`src/rtl/pwm_capture_if.sv`:
```
// Signal bundle between a PWM source and the pwm_capture decoder.
// The master drives pwm_in; the slave (the decoder) drives the capture results.
interface pwm_capture_if #(
  parameter int CNT_W = 8
);
  logic               pwm_in;
  logic [2*CNT_W-1:0] capture_reg;
  logic               valid;
  logic               stuck_high;
  logic               stuck_low;

  modport master (
    output pwm_in,
    input  capture_reg,
    input  valid,
    input  stuck_high,
    input  stuck_low
  );

  modport slave (
    input  pwm_in,
    output capture_reg,
    output valid,
    output stuck_high,
    output stuck_low
  );
endinterface

```
`src/rtl/pwm_capture.sv`:
```
// Measures period and high time of an asynchronous PWM input, re-encodes them as
// {period-1, high-1} in generator register format, and flags stuck-high/stuck-low inputs.
module pwm_capture #(
  parameter int CNT_W       = 8,
  parameter int SYNC_STAGES = 2
) (
  input logic          clk,
  input logic          reset,
  pwm_capture_if.slave bus
);
  typedef enum logic [1:0] {
    ST_IDLE  = 2'd0,
    ST_ARMED = 2'd1,
    ST_HIGH  = 2'd2,
    ST_LOW   = 2'd3
  } state_t;

  localparam logic [CNT_W:0]   P_ONE = {{CNT_W{1'b0}}, 1'b1};
  localparam logic [CNT_W:0]   P_MAX = {1'b1, {CNT_W{1'b0}}};
  localparam logic [CNT_W:0]   P_ARM = (CNT_W+1)'(SYNC_STAGES + 1);
  localparam logic [CNT_W-1:0] F_ONE = {{(CNT_W-1){1'b0}}, 1'b1};

  logic [SYNC_STAGES-1:0] sync_r;
  logic                   s_d_r;
  logic                   s_s;
  logic                   rise_s;
  logic                   fall_s;
  state_t                 state_r;
  state_t                 state_nxt_s;
  logic [CNT_W:0]         p_r;
  logic [CNT_W:0]         h_r;
  logic [CNT_W:0]         p_nxt_s;
  logic [CNT_W:0]         h_nxt_s;
  logic [CNT_W:0]         p_inc_s;
  logic                   near_max_s;
  logic [CNT_W-1:0]       p_pub_s;
  logic [CNT_W-1:0]       h_pub_s;
  logic                   publish_s;
  logic                   set_high_s;
  logic                   set_low_s;
  logic [2*CNT_W-1:0]     capture_r;
  logic                   valid_r;
  logic                   stuck_high_r;
  logic                   stuck_low_r;

  assign s_s        = sync_r[SYNC_STAGES-1];
  assign rise_s     = s_s & ~s_d_r;
  assign fall_s     = ~s_s & s_d_r;
  assign p_inc_s    = (p_r == P_MAX) ? P_MAX : (p_r + P_ONE);
  assign near_max_s = (p_r == (P_MAX - P_ONE));
  // A full 2^CNT_W count wraps to all-ones in the low bits, which is the intended encoding.
  assign p_pub_s    = p_r[CNT_W-1:0] - F_ONE;
  assign h_pub_s    = h_r[CNT_W-1:0] - F_ONE;

  // Input synchronizer and one-cycle delayed copy for edge detection
  always_ff @(posedge clk or posedge reset) begin
    if (reset) begin
      sync_r <= {SYNC_STAGES{1'b0}};
      s_d_r  <= 1'b0;
    end else begin
      sync_r <= {sync_r[SYNC_STAGES-2:0], bus.pwm_in};
      s_d_r  <= s_s;
    end
  end

  // FSM state and measurement counters
  always_ff @(posedge clk or posedge reset) begin
    if (reset) begin
      state_r <= ST_IDLE;
      p_r     <= {(CNT_W+1){1'b0}};
      h_r     <= {(CNT_W+1){1'b0}};
    end else begin
      state_r <= state_nxt_s;
      p_r     <= p_nxt_s;
      h_r     <= h_nxt_s;
    end
  end

  // Next-state, counter update and publish/timeout decisions
  always_comb begin
    state_nxt_s = state_r;
    p_nxt_s     = p_r;
    h_nxt_s     = h_r;
    publish_s   = 1'b0;
    set_high_s  = 1'b0;
    set_low_s   = 1'b0;
    case (state_r)
      ST_IDLE: begin
        // Wait for the synchronizer to settle low so its reset value cannot fake a rise.
        p_nxt_s     = p_inc_s;
        set_high_s  = near_max_s & s_s;
        set_low_s   = near_max_s & ~s_s;
        state_nxt_s = ((p_r >= P_ARM) && !s_s) ? ST_ARMED : ST_IDLE;
      end
      ST_ARMED: begin
        if (rise_s) begin
          p_nxt_s     = P_ONE;
          h_nxt_s     = P_ONE;
          state_nxt_s = ST_HIGH;
        end else begin
          p_nxt_s    = p_inc_s;
          set_high_s = near_max_s & s_s;
          set_low_s  = near_max_s & ~s_s;
        end
      end
      ST_HIGH: begin
        if (p_r == P_MAX) begin
          set_high_s  = 1'b1;
          p_nxt_s     = {(CNT_W+1){1'b0}};
          state_nxt_s = ST_IDLE;
        end else if (fall_s) begin
          p_nxt_s     = p_r + P_ONE;
          state_nxt_s = ST_LOW;
        end else begin
          p_nxt_s = p_r + P_ONE;
          h_nxt_s = h_r + P_ONE;
        end
      end
      ST_LOW: begin
        if (rise_s) begin
          publish_s   = 1'b1;
          p_nxt_s     = P_ONE;
          h_nxt_s     = P_ONE;
          state_nxt_s = ST_HIGH;
        end else if (p_r == P_MAX) begin
          set_low_s   = 1'b1;
          p_nxt_s     = {(CNT_W+1){1'b0}};
          state_nxt_s = ST_IDLE;
        end else begin
          p_nxt_s = p_r + P_ONE;
        end
      end
      default: begin
        state_nxt_s = ST_IDLE;
        p_nxt_s     = {(CNT_W+1){1'b0}};
        h_nxt_s     = {(CNT_W+1){1'b0}};
      end
    endcase
  end

  // Registered capture value, valid pulse and sticky stuck flags
  always_ff @(posedge clk or posedge reset) begin
    if (reset) begin
      capture_r    <= {(2*CNT_W){1'b0}};
      valid_r      <= 1'b0;
      stuck_high_r <= 1'b0;
      stuck_low_r  <= 1'b0;
    end else begin
      capture_r    <= publish_s ? {p_pub_s, h_pub_s} : capture_r;
      valid_r      <= publish_s;
      stuck_high_r <= publish_s ? 1'b0 : (stuck_high_r | set_high_s);
      stuck_low_r  <= publish_s ? 1'b0 : (stuck_low_r | set_low_s);
    end
  end

  assign bus.capture_reg = capture_r;
  assign bus.valid       = valid_r;
  assign bus.stuck_high  = stuck_high_r;
  assign bus.stuck_low   = stuck_low_r;
endmodule

```
`src/flat_wrapper.sv`:
```
// flat-port wrapper written by rule: the top's interface ports become plain ports
module pwm_capture_flat 
#(
  parameter int CNT_W       = 8,
  parameter int SYNC_STAGES = 2
)
  (clk, reset, bus_pwm_in, bus_capture_reg, bus_valid, bus_stuck_high, bus_stuck_low);
  pwm_capture_if #(.CNT_W(CNT_W)) bus_i ();
  input logic clk;
  input logic reset;
  input wire logic [$bits(bus_i.pwm_in)-1:0] bus_pwm_in;
  output wire logic [$bits(bus_i.capture_reg)-1:0] bus_capture_reg;
  output wire logic [$bits(bus_i.valid)-1:0] bus_valid;
  output wire logic [$bits(bus_i.stuck_high)-1:0] bus_stuck_high;
  output wire logic [$bits(bus_i.stuck_low)-1:0] bus_stuck_low;
  assign bus_i.pwm_in = bus_pwm_in;
  assign bus_capture_reg = bus_i.capture_reg;
  assign bus_valid = bus_i.valid;
  assign bus_stuck_high = bus_i.stuck_high;
  assign bus_stuck_low = bus_i.stuck_low;
  pwm_capture #(.CNT_W(CNT_W), .SYNC_STAGES(SYNC_STAGES)) u_core (.clk(clk), .reset(reset), .bus(bus_i));
endmodule
```
`config.mk`:
```
export PLATFORM = sky130hd
export DESIGN_NAME = pwm_capture_flat
export DESIGN_NICKNAME = d
export VERILOG_FILES = /design/src/rtl/pwm_capture_if.sv /design/src/rtl/pwm_capture.sv /design/src/flat_wrapper.sv
export SDC_FILE = /design/constraint.sdc
export NUM_CORES = 1
export LEC_CHECK = 0
export ABC_AREA = 0
export ABC_CLOCK_PERIOD_IN_PS = 2000
export BUFFER_PORTS_ARGS = -buffer_cell sky130_fd_sc_hd__clkbuf_2
export CORE_MARGIN = 2
export CORE_UTILIZATION = 45
export CTS_BUF_LIST = sky130_fd_sc_hd__clkbuf_4 sky130_fd_sc_hd__clkbuf_8
export DETAILED_ROUTE_END_ITERATION = 10
export HOLD_SLACK_MARGIN = 0.1
export PLACE_DENSITY_LB_ADDON = 0.15
export SYNTH_ARGS = -nofsm -noshare
export SYNTH_HDL_FRONTEND = slang
export SYNTH_SLANG_ARGS = --single-unit
```
`constraint.sdc`:
```
create_clock -name clk -period 2 [get_ports clk]
set_input_delay 0 -clock clk [delete_from_list [all_inputs] [get_ports clk]]
set_output_delay 0 -clock clk [all_outputs]
set_load 0.02 [all_outputs]
```
==> results of run 1 <==
==> worst max-delay path by stage <==
stage,start,end,cells past startpoint
final,u_core.p_r[2]$_DFF_PP0_,u_core.p_r[7]$_DFF_PP0_,4
after global routing,u_core.p_r[1]$_DFF_PP0_,u_core.p_r[8]$_DFF_PP0_,7
after CTS,u_core.p_r[2]$_DFF_PP0_,u_core.p_r[7]$_DFF_PP0_,4
after detailed placement,u_core.p_r[2]$_DFF_PP0_,u_core.p_r[7]$_DFF_PP0_,4
after global placement,u_core.p_r[2]$_DFF_PP0_,u_core.p_r[7]$_DFF_PP0_,4
after floorplan,u_core.p_r[2]$_DFF_PP0_,u_core.p_r[8]$_DFF_PP0_,5
==> kinds of logic (layout without fill, tap and decap cells) <==
family	after synthesis	after routing
and+or+nand+nor	82	82
muxes	4	4
buffers and inverters	21	52
DFF	41	41
adders and majority gates	6	6
xor gates and xnor gates	18	18
AOI/OAI and AO/OA	36	36
==> final cells by class <==
cell class	count	area [um2]
timing repair buffer	35	215
inverter	9	33.8
tap	52	65.1
multi-input combinational	146	907
clock inverter	1	5.00
clock buffer	7	96.3
fill	410	2010
sequential	41	1030
==> Yosys cell counts (3+ instances only) <==
master	instances	area, um2
mux2i_1	4	40.0
o21ai_0	20	100
or3_1	5	31.3
xor2_1	8	70.1
nor3_1	6	30.0
a21oi_1	8	40.0
clkbuf_1	8	30.0
nand3_1	8	40.0
dfrtp_1	41	1030
nor2_1	12	45.0
nand2_1	30	113
xnor2_1	10	87.6
or4_1	3	22.5
inv_1	9	33.8
ha_1	6	75.1
nor2b_1	4	25.0
==> repair_timing <==
item	CTS	global route
endpoints found under the setup margin	0	0
endpoints found under the hold margin	42	0
hold buffers	2	0
==> through the flow <==
stage	instance area [um2]	setup WS (ns)	hold slack [ns]	power, mW
floorplan	2030	0.107	0.0314	2.05
global placement	2230	0.163	0.109	2.36
detailed placement	2230	0.140	0.110	2.38
CTS	2350	0.127	0.347	2.97
global route	2350	0.0186	0.347	3.16
finish	2350	0.119	0.352	2.94
==> metal layers <==
metal	up-vias	track usage	share of wire
li1	767	-	-
met1	655	0.220	0.54
met2	22	0.240	0.42
met3	2	0.0342	0.032
met4	0	0.0377	0.0017
met5	-	0	0
==> power groups by stage <==
stage	Combinational [mW]	Clock, mW	Sequential [mW]
5_1_grt	1.27	0.632	1.26
2_1_floorplan	0.658	0	1.39
4_1_cts	1.14	0.608	1.22
6_report	1.13	0.591	1.22
3_3_place_gp	1.14	0	1.23
3_5_place_dp	1.14	0	1.24
==> key figures, run 1 <==
Worst setup path
  – Buf/Inv on CP: 0
  – Most common cell on crit path: or4_4
  – R2R Path End: u_core.p_r[7]$_DFF_PP0_
  – CP endpoint kind: flip-flop
  – Reg2Reg Depth: 4
  – Critical-path top delay cell: or4_4
  – Crit-path cells: or4_4 > or4_4 > nand2_1 > nor2_1
  – Arrival @ worst endpoint: 2.05 ns
  – Critical path's top delay family: simple AND/OR/NAND/NOR gates
  – Register-to-register setup slack: 0.12 ns
  – Crit path launch type: flip-flop
  – Crit-path max cell delay: 0.58 ns
  – FF-to-FF Start: u_core.p_r[2]$_DFF_PP0_
  – Critical path class: flip-flop to flip-flop
  – CP Data Required Time: 2.17 ns
  – Maximum fanout along the worst path: 6

Floorplanning
  – I/O pins: 22
  – Initial Utilization: 0.466
  – Die Ht: 71.2 um
  – Row Count: 24
  – Die ar.: 0.00506 mm2
  – Die width: 71.2 um
  – Core Area: 0.00435 mm2

Global route
  – GRT Overall Usage: 0.154
  – Pin count of the biggest net entering global routing: 42
  – GRT Residual Overflow: 0
  – Vias in the first global route: 1368
  – First-pass GRT wire length: 6270 um
  – Initial antenna violation count: 0

Synth
  – Syn Nets: 217
  – Syn avg cell area: 9.76 um2
  – Post-Syn Area: 0.00203 mm2
  – Post-synth EDFFs: 0
  – Seq cells post-synth: 41
  – Simple-gate share of the synthesized area: 0.211
  – Syn Inst Count: 208
  – Sequential share of the synthesized area: 0.506
  – Largest family of logic cells by synthesized area: simple AND/OR/NAND/NOR gates
  – Main synth FF type: dfrtp_1
  – Synth cell types: 36
  – Ys async rst share: 1.00
  – Post-synthesis compound-gate area fraction: 0.102
  – XOR/XNOR share of the synthesized area: 0.0777
  – Mux cell area share after synthesis: 0.0197
  – Adder-cell share of the synthesized area: 0.0370
  – Synth warnings: 0

Timing
  – Worst slew pin tran: 0.510 ns
  – Max frequency: 532 MHz
  – Setup TNS Final: 0 ns
  – Final worst path period need: 1.88 ns
  – Final hold violation count: 0
  – Slew HR: 0.660
  – RSZ-0062 raised after global routing: false
  – Slew Limit Fails: 0
  – Final Cycle Share: 0.941
  – Clk_skew: 0.00302 ns
  – Final setup fails: 0

Route
  – DR WL/cell: 12.4 um
  – # DRC: 0
  – Vias: 1446
  – Drt initial violations: 49
  – Final wirelength: 3620 um
  – 1st-pass router iterations: 4
  – Vias per cell: 4.97
  – DRT antenna net count: 0

Pwr
  – Net Sw Power: 1.10 mW
  – Comb pwr share: 0.384
  – Clock power frac: 0.201
  – Worst vdd ir: 0.522 mV
  – Pleak: 1.10 nW
  – Sequential power share: 0.415
  – Internal: 1.84 mW
  – Power Dens Cells: 1250 mW/mm2
  – Sw Ratio: 0.373

Clock network
  – Clk pin slew, worst setup/hold paths: 0.08 ns
  – Setup Fix Bufs, Post-CTS: 0
  – CTS H-Tree Depth: 2
  – Clock buffer depth: 2
  – Clk root buf: clkbuf_8
  – CTS tree: done
  – # clock sinks: 41
  – Clock Latency Late Sink: 0.29 ns
  – Clock buffer count from CTS: 5
  – Post-CTS sizing: 0

Final layout
  – Area grow syn2layout: 15.7%
  – Layout cells sized above 1: 0.192
  – Diodes inserted: 0
  – Most frequent cells in the layout: 41 x dfrtp_1, 30 x nand2_1, 21 x clkbuf_2, 20 x o21ai_0
  – Util after Layout: 0.539
  – Final Non-Filler Cells: 291
  – Final net count: 247
  – Number of flip-flops in the largest register: 16
  – Most common cell after layout, fill and taps aside: dfrtp_1

Hold path
  – Hold path cells: 0
  – HP Start: u_core.sync_r[0]$_DFF_PP0_
  – HP Class: flip-flop to flip-flop
  – Hold endpoint: u_core.sync_r[1]$_DFF_PP0_

Placement
  – HPWL Detailed: 2570 um
  – Dpl cells: 281
  – Port bufs: 21
  – Gpl congestion: 0.714

Flow run
  – Max cap viols: 0

Status
  – Status: completed
(Power assumes the default switching activity.)
==> run 2: changes to the inputs <==
--- a/config.mk
+++ b/config.mk
@@ -6,7 +6,7 @@
 export NUM_CORES = 1
 export LEC_CHECK = 0
 export ABC_AREA = 0
-export ABC_CLOCK_PERIOD_IN_PS = 2000
+export ABC_CLOCK_PERIOD_IN_PS = 2400
 export BUFFER_PORTS_ARGS = -buffer_cell sky130_fd_sc_hd__clkbuf_2
 export CORE_MARGIN = 2
 export CORE_UTILIZATION = 45
==> constraint.sdc (replaced) <==
create_clock -name clk -period 2.4 [get_ports clk]
set_input_delay 0 -clock clk [delete_from_list [all_inputs] [get_ports clk]]
set_output_delay 0 -clock clk [all_outputs]
set_load 0.02 [all_outputs]
==> run 2 against run 1 <==
Compared with the run above: sequential power shrank 11%; first-iteration DRC count grew 110%; combinational power fell by 28%; critical path depth up 1; final cell count is 3.1% lower; hold slack better by 0.0014 ns; clock power decreased by 2%; critical path type unchanged; critical endpoint is now u_core.h_r[2]$_DFFE_PP0P_; largest cell class unchanged.
==> key figures, run 2 (synthesis results as in run 1) <==
Floorplanning
  – I/O pins: 22 (unchanged)
  – Die width: 71.2 um (unchanged)
  – Core Area: 0.00435 mm2 (unchanged)
  – Row Count: 24 (unchanged)
  – Initial Utilization: 0.466 (unchanged)
  – Die Ht: 71.2 um (unchanged)
  – Die ar.: 0.00506 mm2 (unchanged)

Route
  – Drt initial violations: 101 (+110%)
  – DR WL/cell: 12.7 um (+2.1%)
  – Vias: 1405 (-2.8%)
  – 1st-pass router iterations: 5 (+1)
  – # DRC: 0 (unchanged)
  – Vias per cell: 4.98 (+0.27%)
  – Final wirelength: 3580 um (-1.1%)
  – DRT antenna net count: 0 (unchanged)

Pwr
  – Power Dens Cells: 1070 mW/mm2 (-14%)
  – Pleak: 1.06 nW (-3.4%)
  – Tot Pwr: 2.47 mW (-16%)
  – Worst vdd ir: 0.310 mV (-41%)

Worst setup path
  – Critical path class: flip-flop to flip-flop
  – FF-to-FF Start: u_core.p_r[2]$_DFF_PP0_
  – CP Data Required Time: 2.61 ns (+0.44 ns)
  – Arrival @ worst endpoint: 2.21 ns (+0.16 ns)
  – CP endpoint kind: flip-flop
  – Maximum fanout along the worst path: 12 (+6)
  – Crit path launch type: flip-flop
  – Critical Path Start: u_core.p_r[2]$_DFF_PP0_

Timing
  – RSZ-0062 raised after global routing: false
  – Setup TNS Final: 0 ns (unchanged)
  – Final hold violation count: 0 (unchanged)
  – Worst hold margin: 0.354 ns (+0.00138 ns)
  – Max frequency: 500 MHz (-6.0%)
  – Clk_skew: 0.00432 ns (+0.00130 ns)
  – Slew HR: 0.661 (+0.000731)
  – Final Cycle Share: 0.834 (-0.107)
  – Final setup fails: 0 (unchanged)
  – Worst slew pin tran: 0.509 ns (-0.00110 ns)
  – Slew Limit Fails: 0 (unchanged)
  – Final worst path period need: 2.00 ns (+0.119 ns)

Final layout
  – Most common cell after layout, fill and taps aside: dfrtp_1
  – Util after Layout: 0.528 (-0.0112)
  – Diodes inserted: 0 (unchanged)
  – Layout cells sized above 1: 0.161 (-0.0316)
  – Area grow syn2layout: 13.3%
  – Most frequent cells in the layout: 41 x dfrtp_1, 30 x nand2_1, 21 x clkbuf_2, 20 x o21ai_0, 12 x nor2_1
  – Final net count: 238 (-3.6%)
  – Number of flip-flops in the largest register: 16 (unchanged)

Global route
  – Initial antenna violation count: 0 (unchanged)
  – GRT Overall Usage: 0.156 (+0.00244)
  – First-pass GRT wire length: 6330 um (+0.99%)
  – GRT Residual Overflow: 0 (unchanged)
  – Pin count of the biggest net entering global routing: 42 (unchanged)
  – Vias in the first global route: 1418 (+3.7%)

Placement
  – Gpl congestion: 0.732 (+2.6%)
  – Port bufs: 21 (unchanged)
  – HPWL Detailed: 2470 um (-3.9%)

Clock network
  – Clock Latency Late Sink: 0.29 ns (about the same)
  – # clock sinks: 41 (unchanged)
  – Hold buffer count at CTS: 2 (unchanged)
  – CTS H-Tree Depth: 2 (unchanged)
  – Setup Fix Bufs, Post-CTS: 0 (unchanged)
  – Clock buffer depth: 2 (unchanged)
  – Clock buffer count from CTS: 5 (unchanged)
  – Clk pin slew, worst setup/hold paths: 0.07 ns (about the same)
  – Clk root buf: clkbuf_8
  – Post-CTS sizing: 0 (unchanged)
  – CTS tree: done

Status
  – Status: completed

Hold path
  – HP Class: flip-flop to flip-flop
  – HP Start: u_core.sync_r[0]$_DFF_PP0_

Flow run
  – Max cap viols: 0 (unchanged)
## run 2: changes by cell type in the layout (fill, tap and decap cells not counted)
cell	previous run	this run
clkbuf_8	7	6
bufinv_16	0	1
clkinv_2	1	0
buf_4	12	3
clkbuf_4	0	1
## run 2: area by class of cell
| cell class | instances | area [um2] |
|---|---|---|
| repair buffers | 26 | 148 |
| clock inverters | 1 | 30.0 |
| clock buffers | 7 | 90.1 |
| well taps | 52 | 65.1 |
| multi-input cells | 146 | 907 |
| flip-flops and latches | 41 | 1030 |
| inverters | 9 | 33.8 |
| fillers | 404 | 2050 |
## run 2: worst paths after layout
path                            depth (start not counted)  slack (ns)                               endpoint
worst max-delay path                                    5        0.40              u_core.h_r[2]$_DFFE_PP0P_
worst min-delay path                                    0        0.35             u_core.sync_r[1]$_DFF_PP0_
worst max register to register                          5        0.40              u_core.h_r[2]$_DFFE_PP0P_
worst min register to register                          0        0.35             u_core.sync_r[1]$_DFF_PP0_
min in group asynchronous                               4        0.37  u_core.bus.capture_reg[3]$_DFFE_PP0P_
max in group asynchronous                               4        1.68          u_core.state_r[1]$_DFFE_PP0P_
## run 2: stage by stage
step | cell area [um2] | instances | setup slack (ns)
after global placement | 2160 | 272 | 0.449
after floorplan | 2030 | 208 | 0.507
after CTS | 2300 | 282 | 0.381
after detailed placement | 2160 | 272 | 0.425
after global routing | 2300 | 282 | 0.231
final | 2300 | 282 | 0.399
## run 2: routing by layer
metal  share of wire  track usage
met3           0.032       0.0442
met5               0            0
met4          0.0031       0.0377
met1            0.53        0.221
met2            0.43        0.240
## run 2: where the power goes
part,switching [mW],internal [mW],leakage (nW),total (mW)
clock,0.231,0.350,0.0619,0.582
combinational,0.471,0.341,0.472,0.812
sequential,0.198,0.879,0.529,1.08
## run 2: critical path, cell delays in order (launching register included)
cell	delay, ns
dfrtp_1	0.46
or4_4	0.61
nor4_4	0.36
buf_4	0.25
o21ai_0	0.11
a21oi_1	0.14
==> run 3: changes to the inputs <==
--- a/config.mk
+++ b/config.mk
@@ -6,7 +6,7 @@
 export NUM_CORES = 1
 export LEC_CHECK = 0
 export ABC_AREA = 0
-export ABC_CLOCK_PERIOD_IN_PS = 2400
+export ABC_CLOCK_PERIOD_IN_PS = 2050
 export BUFFER_PORTS_ARGS = -buffer_cell sky130_fd_sc_hd__clkbuf_2
 export CORE_MARGIN = 2
 export CORE_UTILIZATION = 45
==> constraint.sdc (replaced) <==
create_clock -name clk -period 2.05 [get_ports clk]
set_input_delay 0 -clock clk [delete_from_list [all_inputs] [get_ports clk]]
set_output_delay 0 -clock clk [all_outputs]
set_load 0.02 [all_outputs]
==> run 3 against run 2 <==
Compared with the run above: via count grew 3.2%; die area unchanged; combinational power is 35% higher; hold slack got worse by 0.0021 ns; sequential power grew 10%; critical path depth increased by 2; maximum frequency is 6.4% higher; clock skew fell by 0.00075 ns; first-iteration DRC count fell by 54%; register-to-register slack got worse by 0.23 ns.
==> key figures, run 3 (synthesis results as in run 1) <==
Pwr
  – Power Dens Cells: 1210 mW/mm2 (+13%)
  – Worst vdd ir: 0.354 mV (+14%)
  – Tot Pwr: 2.83 mW (+15%)
  – Pleak: 1.09 nW (+3.0%)

Route
  – # DRC: 0 (unchanged)
  – DR WL/cell: 12.5 um (-1.2%)
  – Vias per cell: 5.00 (+0.36%)
  – Final wirelength: 3640 um (+1.6%)
  – DRT antenna net count: 0 (unchanged)
  – 1st-pass router iterations: 5 (unchanged)
  – Vias: 1450 (+3.2%)
  – Drt initial violations: 46 (-54%)

Timing
  – Worst slew pin tran: 0.503 ns (-0.00587 ns)
  – Slew Limit Fails: 0 (unchanged)
  – Slew HR: 0.665 (+0.00391)
  – Final setup fails: 0 (unchanged)
  – Final worst path period need: 1.88 ns (-0.120 ns)
  – RSZ-0062 raised after global routing: false
  – Setup TNS Final: 0 ns (unchanged)
  – Final Cycle Share: 0.918 (+0.0840)
  – Final hold violation count: 0 (unchanged)
  – Max frequency: 532 MHz (+6.4%)
  – Clk_skew: 0.00357 ns (-0.000751 ns)
  – Setup ws final: 0.169 ns (-0.230 ns)

Hold path
  – HP Class: flip-flop to flip-flop

Worst setup path
  – FF-to-FF Start: u_core.p_r[0]$_DFF_PP0_
  – Crit path launch type: flip-flop
  – R2R Path End: u_core.h_r[5]$_DFFE_PP0P_
  – Arrival @ worst endpoint: 2.10 ns (-0.11 ns)
  – Register-to-register setup slack: 0.17 ns (-0.23 ns)
  – CP endpoint kind: flip-flop
  – Reg2Reg Depth: 7 (+2)
  – Critical Path Start: u_core.p_r[0]$_DFF_PP0_
  – Critical path class: flip-flop to flip-flop
  – Maximum fanout along the worst path: 11 (-1)
  – CP Data Required Time: 2.27 ns (-0.34 ns)
  – Last element of the critical path: u_core.h_r[5]$_DFFE_PP0P_

Global route
  – Pin count of the biggest net entering global routing: 42 (unchanged)
  – First-pass GRT wire length: 6520 um (+3.1%)
  – Initial antenna violation count: 0 (unchanged)
  – GRT Residual Overflow: 0 (unchanged)
  – GRT Overall Usage: 0.165 (+0.00899)
  – Vias in the first global route: 1367 (-3.6%)

Final layout
  – Multi-input gate area: 907 um2 (unchanged)
  – Area grow syn2layout: 15.4%
  – Layout cells sized above 1: 0.189 (+0.0282)
  – Most common cell after layout, fill and taps aside: dfrtp_1
  – Fillers: 411 (+1.7%)
  – Most frequent cells in the layout: 41 x dfrtp_1, 30 x nand2_1, 21 x clkbuf_2, 20 x o21ai_0, 12 x nor2_1
  – Sequential cell area: 0.00103 mm2 (unchanged)
  – Util after Layout: 0.538 (+0.00948)
  – Number of flip-flops in the largest register: 16 (unchanged)
  – Diodes inserted: 0 (unchanged)
  – Final net count: 247 (+3.8%)

Clock network
  – Clock Latency Late Sink: 0.29 ns (about the same)
  – CTS tree: done
  – Clock buffer depth: 2 (unchanged)
  – Clk pin slew, worst setup/hold paths: 0.07 ns (about the same)
  – # clock sinks: 41 (unchanged)
  – Clk root buf: clkbuf_8
  – Clock buffer count from CTS: 5 (unchanged)
  – CTS H-Tree Depth: 2 (unchanged)

Status
  – Status: completed

Floorplanning
  – Die width: 71.2 um (unchanged)
  – I/O pins: 22 (unchanged)
  – Core Area: 0.00435 mm2 (unchanged)
  – Die Ht: 71.2 um (unchanged)
  – Die ar.: 0.00506 mm2 (unchanged)
  – Row Count: 24 (unchanged)
  – Initial Utilization: 0.466 (unchanged)

Placement
  – HPWL Detailed: 2560 um (+3.6%)
  – Post-Place Worst Slack: 0.163 ns (-0.262 ns)
  – Port bufs: 21 (unchanged)
  – Gpl congestion: 0.760 (+3.8%)

Flow run
  – Max cap viols: 0 (unchanged)
-- run 3: worst max-delay path: stages (launching register included) --
cell and delay, ns:
dfrtp_1 0.49, inv_1 0.10, ha_1 0.22, nand2_1 0.14, nor4_4 0.06, buf_6 0.15
or4_1 0.50, a21oi_1 0.15
-- run 3: stage by stage --
step	std cells	hold slack [ns]	area, um2
after floorplan	208	0.0314	2030
after global placement	281	0.109	2230
after detailed placement	281	0.111	2230
after CTS	290	0.347	2340
after global routing	290	0.351	2340
final	290	0.351	2340
-- run 3: repair_timing --
item                       in CTS  in global routing
buffers inserted                0                  0
setup endpoints to repair       0                  2
resized for setup               0                  1
hold buffers                    2                  0
hold endpoints to repair       42                  0
-- run 3: final cells by class --
type | count | area share
Sequential cell | 41 | 0.438
Multi-Input combinational cell | 146 | 0.387
Timing Repair Buffer | 35 | 0.0935
Clock buffer | 7 | 0.0385
Tap cell | 52 | 0.0278
Inverter | 9 | 0.0144
-- run 3: per-layer routing --
layer	part of all wire	GRT usage	wire, um
met5	0	0	0
met4	0.015	0.0566	56
met3	0.036	0.0513	131
met2	0.42	0.237	1530
met1	0.53	0.238	1910
-- run 3: worst min-delay path by stage --
stage | startpoint | depth (start not counted) | to
finish | u_core.sync_r[0]$_DFF_PP0_ | 0 | u_core.sync_r[1]$_DFF_PP0_
global route | bus_pwm_in | 2 | u_core.sync_r[0]$_DFF_PP0_
CTS | bus_pwm_in | 2 | u_core.sync_r[0]$_DFF_PP0_
detailed placement | bus_pwm_in | 1 | u_core.sync_r[0]$_DFF_PP0_
global placement | bus_pwm_in | 1 | u_core.sync_r[0]$_DFF_PP0_
floorplan | bus_pwm_in | 0 | u_core.sync_r[0]$_DFF_PP0_
-- run 3: report_power, final --
part | total, mW | internal (mW) | switching (mW)
clock network | 0.542 | 0.280 | 0.261
logic | 1.10 | 0.457 | 0.640
registers | 1.19 | 1.03 | 0.163
total | 2.83 | 1.77 | 1.06
